<file path="src/rtl/cm0_phase_sequencer.sv">
// Multi-cycle control sequencer for the Cortex-M0 core: reset-vector fetch,
// fetch/decode/execute/memory/writeback phase strobes, memory req/ready handshake with a
// wait-state timeout, halt/resume, stall and a retired-instruction counter.
module cm0_phase_sequencer #(
  parameter int unsigned NUM_LD  = 7,
  parameter int unsigned PC_BIT  = 2,
  parameter int unsigned EXEC_W  = 3,
  parameter int unsigned TIMEOUT = 15,
  parameter int unsigned CNT_W   = 16
) (
  input  logic              clk,
  input  logic              rst,
  input  logic              mem_ready,
  output logic              mem_req,
  output logic              mem_wr,
  output logic [1:0]        addr_sel,
  input  logic              dec_is_mem,
  input  logic              dec_is_store,
  input  logic [EXEC_W-1:0] dec_exec_cycles,
  input  logic [NUM_LD-1:0] dec_ld_mask,
  input  logic              dec_halt,
  input  logic              stall,
  input  logic              resume,
  output logic              ph_fetch,
  output logic              ph_decode,
  output logic              ph_execute,
  output logic              ph_mem,
  output logic              ph_wb,
  output logic              ld_ir,
  output logic              ld_sp_vec,
  output logic              ld_pc_vec,
  output logic [NUM_LD-1:0] ld,
  output logic              pc_inc,
  output logic              halted,
  output logic              fault,
  output logic [CNT_W-1:0]  instr_count
);

  // Wait counter only needs to reach TIMEOUT; keep one bit when the timeout is disabled.
  localparam int unsigned WaitW = (TIMEOUT > 0) ? $clog2(TIMEOUT + 1) : 1;
  localparam logic [WaitW-1:0] TimeoutVal = WaitW'(TIMEOUT);

  typedef enum logic [3:0] {
    StVecSp,
    StVecPc,
    StFetch,
    StDecode,
    StExecute,
    StMem,
    StWb,
    StHalt,
    StFault
  } state_e;

  state_e            state_q, state_d;
  logic [EXEC_W-1:0] exec_cnt_q, exec_cnt_d;
  logic [WaitW-1:0]  wait_q, wait_d;
  logic              is_mem_q, is_mem_d;
  logic              is_store_q, is_store_d;
  logic [NUM_LD-1:0] ld_mask_q, ld_mask_d;
  logic [CNT_W-1:0]  instr_count_q, instr_count_d;
  logic              timeout_hit;

  assign instr_count = instr_count_q;

  // A pending request that has waited TIMEOUT cycles faults unless ready arrives now.
  assign timeout_hit = (TIMEOUT != 0) && (wait_q == TimeoutVal) && !mem_ready;

  // State and datapath-control registers.
  always_ff @(posedge clk or negedge rst) begin
    if (!rst) begin
      state_q       <= StVecSp;
      exec_cnt_q    <= '0;
      wait_q        <= '0;
      is_mem_q      <= 1'b0;
      is_store_q    <= 1'b0;
      ld_mask_q     <= '0;
      instr_count_q <= '0;
    end else begin
      state_q       <= state_d;
      exec_cnt_q    <= exec_cnt_d;
      wait_q        <= wait_d;
      is_mem_q      <= is_mem_d;
      is_store_q    <= is_store_d;
      ld_mask_q     <= ld_mask_d;
      instr_count_q <= instr_count_d;
    end
  end

  // Next-state, counters and decode latches.
  always_comb begin
    state_d       = state_q;
    exec_cnt_d    = exec_cnt_q;
    is_mem_d      = is_mem_q;
    is_store_d    = is_store_q;
    ld_mask_d     = ld_mask_q;
    instr_count_d = instr_count_q;

    unique case (state_q)
      StVecSp: begin
        if (mem_ready)        state_d = StVecPc;
        else if (timeout_hit) state_d = StFault;
      end
      StVecPc: begin
        if (mem_ready)        state_d = StFetch;
        else if (timeout_hit) state_d = StFault;
      end
      StFetch: begin
        if (mem_ready)        state_d = StDecode;
        else if (timeout_hit) state_d = StFault;
      end
      StDecode: begin
        if (!stall) begin
          is_mem_d   = dec_is_mem;
          is_store_d = dec_is_store;
          ld_mask_d  = dec_ld_mask;
          // A zero cycle count behaves as a single execute cycle.
          exec_cnt_d = (dec_exec_cycles == '0) ? '0 : dec_exec_cycles - EXEC_W'(1);
          state_d    = dec_halt ? StHalt : StExecute;
        end
      end
      StExecute: begin
        if (!stall) begin
          if (exec_cnt_q == '0) state_d = is_mem_q ? StMem : StWb;
          else                  exec_cnt_d = exec_cnt_q - EXEC_W'(1);
        end
      end
      StMem: begin
        if (mem_ready)        state_d = StWb;
        else if (timeout_hit) state_d = StFault;
      end
      StWb: begin
        if (!stall) begin
          instr_count_d = instr_count_q + CNT_W'(1);
          state_d       = StFetch;
        end
      end
      StHalt: begin
        if (!stall && resume) state_d = StFetch;
      end
      StFault: state_d = StFault;
      default: state_d = StFault;
    endcase

    // Wait count restarts on every state change and saturates at the timeout value.
    wait_d = wait_q;
    if (state_d != state_q) begin
      wait_d = '0;
    end else if (mem_req && !mem_ready && (wait_q != TimeoutVal)) begin
      wait_d = wait_q + WaitW'(1);
    end
  end

  // Moore phase/request outputs and Mealy load pulses.
  always_comb begin
    ph_fetch   = 1'b0;
    ph_decode  = 1'b0;
    ph_execute = 1'b0;
    ph_mem     = 1'b0;
    ph_wb      = 1'b0;
    mem_req    = 1'b0;
    mem_wr     = 1'b0;
    addr_sel   = 2'd0;
    ld_ir      = 1'b0;
    ld_sp_vec  = 1'b0;
    ld_pc_vec  = 1'b0;
    ld         = '0;
    pc_inc     = 1'b0;
    halted     = 1'b0;
    fault      = 1'b0;

    unique case (state_q)
      StVecSp: begin
        mem_req   = 1'b1;
        addr_sel  = 2'd2;
        ld_sp_vec = mem_ready;
      end
      StVecPc: begin
        mem_req   = 1'b1;
        addr_sel  = 2'd3;
        ld_pc_vec = mem_ready;
      end
      StFetch: begin
        ph_fetch = 1'b1;
        mem_req  = 1'b1;
        addr_sel = 2'd0;
        ld_ir    = mem_ready;
      end
      StDecode:  ph_decode  = 1'b1;
      StExecute: ph_execute = 1'b1;
      StMem: begin
        ph_mem   = 1'b1;
        mem_req  = 1'b1;
        mem_wr   = is_store_q;
        addr_sel = 2'd1;
      end
      StWb: begin
        ph_wb = 1'b1;
        if (!stall) begin
          ld     = ld_mask_q;
          pc_inc = ~ld_mask_q[PC_BIT];
        end
      end
      StHalt: begin
        halted = 1'b1;
        pc_inc = resume && !stall;
      end
      StFault: fault = 1'b1;
      default: ;
    endcase

    // The reset state is VEC_SP; keep its request quiet until reset is released.
    if (!rst) begin
      mem_req   = 1'b0;
      ld_sp_vec = 1'b0;
    end
  end

endmodule

</file>
<file path="config.mk">
export PLATFORM = sky130hd
export DESIGN_NAME = cm0_phase_sequencer
export DESIGN_NICKNAME = d
export VERILOG_FILES = /design/src/rtl/cm0_phase_sequencer.sv
export SDC_FILE = /design/constraint.sdc
export NUM_CORES = 1
export LEC_CHECK = 0
export BUFFER_PORTS_ARGS = -buffer_cell sky130_fd_sc_hd__buf_2
export CAP_MARGIN = 20
export CORE_MARGIN = 2
export CORE_UTILIZATION = 56
export DETAILED_ROUTE_END_ITERATION = 16
export HOLD_SLACK_MARGIN = 0.15
export PLACE_DENSITY = 0.81
export SYNTH_ARGS = -nofsm -noshare
export SYNTH_HDL_FRONTEND = slang
export SYNTH_SLANG_ARGS = --single-unit
</file>
<file path="constraint.sdc">
create_clock -name clk -period 3.2 [get_ports clk]
set_input_delay 0.64 -clock clk [delete_from_list [all_inputs] [get_ports clk]]
set_output_delay 0.64 -clock clk [all_outputs]
set_load 0.005 [all_outputs]
</file>
* Yosys cells after proc, flatten, opt, wreduce, memory -nomap -nowiden
Cells that the tools add are included.
** Operators by class
- Add/sub/neg operators :: 4
- Reduce and logical (&&, ||, !) cells :: 15
- Equal/unequal tests :: 14
- Mux-type cells :: 39
- Bitwise operators :: 2
** Operators by type and width (number)
- 4-bit two-way mux :: 12
- 4-bit case mux with 8 select lines :: 1
- 16-bit by 1-bit adder with 16-bit output, second input constant :: 1
- 4-bit by 3-bit == test with 1-bit output, second input constant :: 4
- 1-bit two-way mux :: 15
- 7-bit two-way mux :: 2
- 3-bit two-way mux :: 4
- 4-bit by 2-bit == test with 1-bit output, second input constant :: 2
- 4-bit == test, second input constant :: 2
- 3-bit zero test :: 2
- 2-bit != test, second input constant :: 3
- 2-bit case mux with 3 select lines :: 1
- 3-bit case mux with 2 select lines :: 1
- 3-bit by 1-bit subtractor with 3-bit output, second input constant :: 2
- 4-bit by 1-bit adder with 4-bit output, second input constant :: 1
- 4-bit by 1-bit == test with 1-bit output, second input constant :: 1
- 1-bit logical AND :: 4
- 4-bit zero test :: 1
- 2-bit two-way mux :: 2
- 4-bit != test :: 1
- 4-bit != test, second input constant :: 1
- 2-bit AND reduction :: 2
- 4-bit AND reduction :: 1
- 2-bit nonzero test :: 2
- 4 further kinds :: 6
** Storage, ports and cells
- Register bits after elaboration :: 36
- Output and inout port bits :: 38
- Bits of input ports :: 18
- Word-level logic and storage cells :: 81

* Depth between registers and ports, before layout
- Depth in word-level cells :: 8
- Gate-level depth with buffers :: 6
- Depth with buffers taken out :: 6

* Worst setup path before layout
No wires, ideal clock.
- Path kind :: input -> register
- Start point :: input stall
- End point :: register wait_q[0]
- Setup slack :: 1101 ps
- Cell stages on the path :: 5
- Setup time :: 122 ps
- Required time :: 3078 ps
- Arrival time :: 1978 ps
- Path through :: clkbuf_1 > nor3_1 > nor4b_1 > or4_1 > a2111oi_1
** Between the ends
- Longest elaborated chain between the ends :: 6
- Elaborated cells between the ends (all ways) :: 10
- Those cells by class :: 1 x eq/ne; 6 x mux; 3 x reduce/logical
** RTL lines
- from (decl) :: line 22 : input logic stall,
- 1-bit zero test :: line 139 : if (!stall && resume) state_d = StFetch;
- 1-bit logical AND :: line 139
- 4-bit two-way mux :: line 139
- 4-bit case mux with 8 select lines (*) :: line 99 : unique case (state_q)
- 4-bit != test (*) :: line 147 : if (state_d != state_q) begin
- 4-bit two-way mux or 2-bit nonzero test (tied branches)
- to (signal assigned) :: line 82 : wait_q <= wait_d;
- to (decl) :: line 57 : logic [WaitW-1:0] wait_q, wait_d;
Mark *: on every way between the ends. The rest lies on a longest branch, timed or not.
A chain may end at the register's enable or synchronous reset.

* Worst setup path in the final report
- Start point :: register state_q[3]
- End point :: output pc_inc
** Between the ends
- Longest elaborated chain between the ends :: 2
- Elaborated cells between the ends (all ways) :: 3
- Those cells by class :: 2 x eq/ne; 1 x mux
** RTL lines
- from (decl) :: line 55 : state_e state_q, state_d;
- from (signal assigned) :: line 72 : state_q <= StVecSp;
- from (signal assigned) :: line 80 : state_q <= state_d;
- 4-bit by 3-bit == test with 1-bit output :: line 172 : unique case (state_q)
- 1-bit case mux with 2 select lines (*) :: line 172
- to (decl) :: line 33 : output logic pc_inc,
Marked as above.

==> results by group <==
Power
  – Internal power contribution: 0.001107 W
  – Share of total power in sequential cells: 40.8%
  – Peak supply drop: 0.3649 mV
  – Power dissipated by switching net loads: 0.0006342 W
  – Proportion of total power due to net switching: 36.43%
  – Lkg Pwr: 1.301 nW
  – Comb power frac: 36.9%
  – Clock network fraction of design power: 22.3%
  – Power density cells: 690.5 nW/um^2

Clocking
  – CTS H-tree lvls: 2
  – CTS Sinks: 36
  – CTS tree: built
  – Clock input transition at the sequential cells of the worst setup and hold paths: 0.07 ns
  – Clock latency at the later pin of the worst-skew pair: 0.29 ns
  – CTS root buffer: clkbuf_8
  – Number of buffers created by CTS: 5
  – CTS max path bufs: 2

Outcome
  – Run status: complete, no violations

Worst setup path
  – Arrival time of the worst setup path: 1.94 ns
  – Setup CP Type: register to output port
  – Crit path capture type: output port
  – Cell type group with the largest total delay on the critical path: flip-flops
  – Critical path buffer and inverter count: 1
  – Delay of the slowest cell on the worst path: 0.55 ns
  – Maximum fanout count along the critical path: 16
  – Worst Setup Start Kind: register
  – Critical path, cell by cell: nand2b_1 > a2111oi_0 > buf_2
  – Worst reg-to-reg setup slack: 0.76 ns
  – Critical Path Slowest Stage Cell: dfrtp_1
  – Required time of the critical path: 2.56 ns

Synthesis
  – Fraction of synthesis flops using an asynchronous set or reset pin: 100.0%
  – Avg Cell Area, Syn: 9.962 um^2
  – Synth unique cells: 51
  – Most used flip-flop cell after synthesis: dfrtp_1
  – Post-synthesis net count: 234
  – Yosys synthesis warning count: 0
  – Gate count after technology mapping: 210
  – Cell area after synthesis: 2092 um^2
  – Sequential-to-total area share from yosys stat: 43.06%
  – Yosys reg bits: 36
  – EDFF count, synth: 0

Route
  – WL met2: 2193 um
  – Routed length on met3: 218 um
  – Wire length reported by the detailed router: 4551 um
  – Met1 wire length: 2079 um
  – Post-detailed-route DRC marker count: 0
  – Routed via count: 1,762
  – Number of violations reported at the end of detailed-routing iteration 0: 135
  – Average routed wire per standard cell: 14.49 um
  – Routed vias/inst: 5.611
  – ANT nets after route: 0
  – Detailed Routing Iterations Pass 1: 5
  – Top routing layer in use: met4

Placement
  – Final HPWL from detailed placement: 3332 um
  – Port-buffer cells: 55
  – # placed instances: 305
  – Final GP Congestion: 0.8522

Floorplan
  – Height of the die: 65.12 um
  – Number of core rows: 22
  – Initial cell density of the core: 57.58%
  – Die outline width: 65.12 um
  – IO Pins: 56
  – Area enclosed by the die boundary: 4241 um^2
  – Core region area: 3633 um^2

Final layout
  – Share of layout cells above drive strength 1: 30.45%
  – Area of the multi-input gates: 1111 um^2
  – Leading cell type in the layout, fill and taps excluded: buf_2
  – Non-filler instance count after layout: 314
  – Commonest cells after routing, fill and taps aside: 55 x buf_2, 36 x dfrtp_1, 22 x nor2_1
  – Area Growth Syn to Fin: 20.51%
  – Antenna cells: 0
  – Final Net Count: 289
  – Fill count: 303
  – Register cell area after layout: 900.9 um^2

STA
  – Final Slew Violations: 0
  – Clk_skew: 0.007698 ns
  – Max-slew headroom: 63.50%
  – Setup_tns: 0 ns
  – Slew of the pin with the lowest slew margin: 0.5449 ns
  – Final hold violation count: 0
  – Highest clock frequency the design can meet: 386.9 MHz
  – Min cycle time layout: 2.584 ns
  – Final worst path period share: 80.76%
  – RSZ-0062 raised after global routing: no
  – Number of setup violations in the final report: 0

Global route
  – Largest net degree at the start of global routing: 36
  – Vias in the first global route: 1,684
  – Number of antenna violations at the first check in global routing: 0
  – Global-route wire length before repair: 7907 um
  – Overall fraction of global-route tracks in use: 24.24%
  – Aggregate global routing overflow: 0

Hold path
  – Worst min path class: register to register

Job
  – Maximum Capacitance Violations: 0
flip-flops by register name (all words and copies together) (netlist names):
name and flops:
ld_mask_q 7, instr_count 16, exec_cnt_q 3, is_mem_q 1
state_q 4, is_store_q 1, wait_q 4
final timing paths:
check,from,cells past startpoint,end
worst max-delay path,state_q[3],3,pc_inc
worst min-delay path,instr_count[15],1,instr_count[15]
worst max register to register,state_q[0],4,wait_q[2]
worst min register to register,instr_count[15],1,instr_count[15]
max in group asynchronous,rst,3,state_q[2]
min in group asynchronous,rst,2,state_q[3]
worst reg2reg max path: stages, from the launching register on:
cell and delay (ns):
dfrtp_1 0.56, or4b_1 0.74, or4_4 0.56, a221oi_4 0.31, a2111oi_1 0.11
layout make-up:
| type | count | share of cell area (%) |
|---|---|---|
| clock buffers | 6 | 2.878 |
| clock inverters | 2 | 1.390 |
| inverters | 11 | 1.638 |
| multi-input cells | 153 | 44.07 |
| flip-flops and latches | 36 | 35.73 |
| well taps | 48 | 2.382 |
| repair buffers | 58 | 11.91 |
Yosys cell counts (2+ instances only):
cell type	instances	area, um^2
nand4b_1	2	17.52
o31ai_1	2	15.01
nor2_1	22	82.58
mux2i_1	2	20.02
or4_1	2	15.01
ha_1	6	75.07
xor2_1	11	96.34
mux2_2	11	123.9
o211ai_1	2	15.01
xnor2_1	7	61.31
nand3_1	5	25.02
nor4b_1	3	26.28
nor2b_1	3	18.77
inv_1	10	37.54
nand3b_1	2	15.01
nor3_1	9	45.04
a21oi_1	4	20.02
dfrtp_1	36	900.9
clkbuf_1	9	33.78
and2_1	4	25.02
nand2b_1	4	25.02
nand4_1	6	37.54
nand2_1	9	33.78
a2111oi_1	4	40.04
and3_1	9	56.30
power by group through the flow:
stage,registers [W],clock network [W],logic [W]
finish,0.000710,0.000389,0.000642
global route,0.000735,0.000416,0.000725
floorplan,0.000650,0,0.000500
CTS,0.000707,0.000400,0.000646
global placement,0.000706,0,0.000618
detailed placement,0.000717,0,0.000635
metrics by stage:
| step | hold slack, ns | setup slack, ns | area [um^2] | power, W | utilization [%] |
|---|---|---|---|---|---|
| 3_3_place_gp | 0.4533 | 0.8539 | 2404 | 0.001324 | 66.15 |
| 4_1_cts | 0.4711 | 0.6226 | 2521 | 0.001753 | 69.39 |
| 5_1_grt | 0.4997 | 0.4017 | 2521 | 0.001877 | 69.39 |
| 2_1_floorplan | 0.3444 | 1.101 | 2092 | 0.001150 | - |
| 6_report | 0.4676 | 0.6157 | 2521 | 0.001741 | 69.39 |
| 3_5_place_dp | 0.4550 | 0.7951 | 2404 | 0.001351 | 66.15 |
cells by family after synthesis:
family | after synthesis | share of synthesized area, %
compound gates | 24 | 9.749
fa+ha+maj | 6 | 3.588
mux | 13 | 6.878
buf+inv | 21 | 3.827
xor+xnor | 18 | 7.536
simple gates | 92 | 25.36
flops | 36 | 43.06
routing by layer:
metal  vias up  track usage (%)
met5         -                0
met4         0            7.031
met3         5            5.479
met2        56            38.92
met1       833            33.22
li1        868                -
repair_timing:
| item | 4_1_cts | 5_1_grt |
|---|---|---|
| setup buffers | 0 | 0 |
| hold endpoints to repair | 1 | 0 |
| endpoints found under the setup margin | 0 | 0 |
| hold buffers | 1 | 0 |
| resized for setup | 0 | 0 |
No activity file was read; power rests on OpenSTA's default activity.
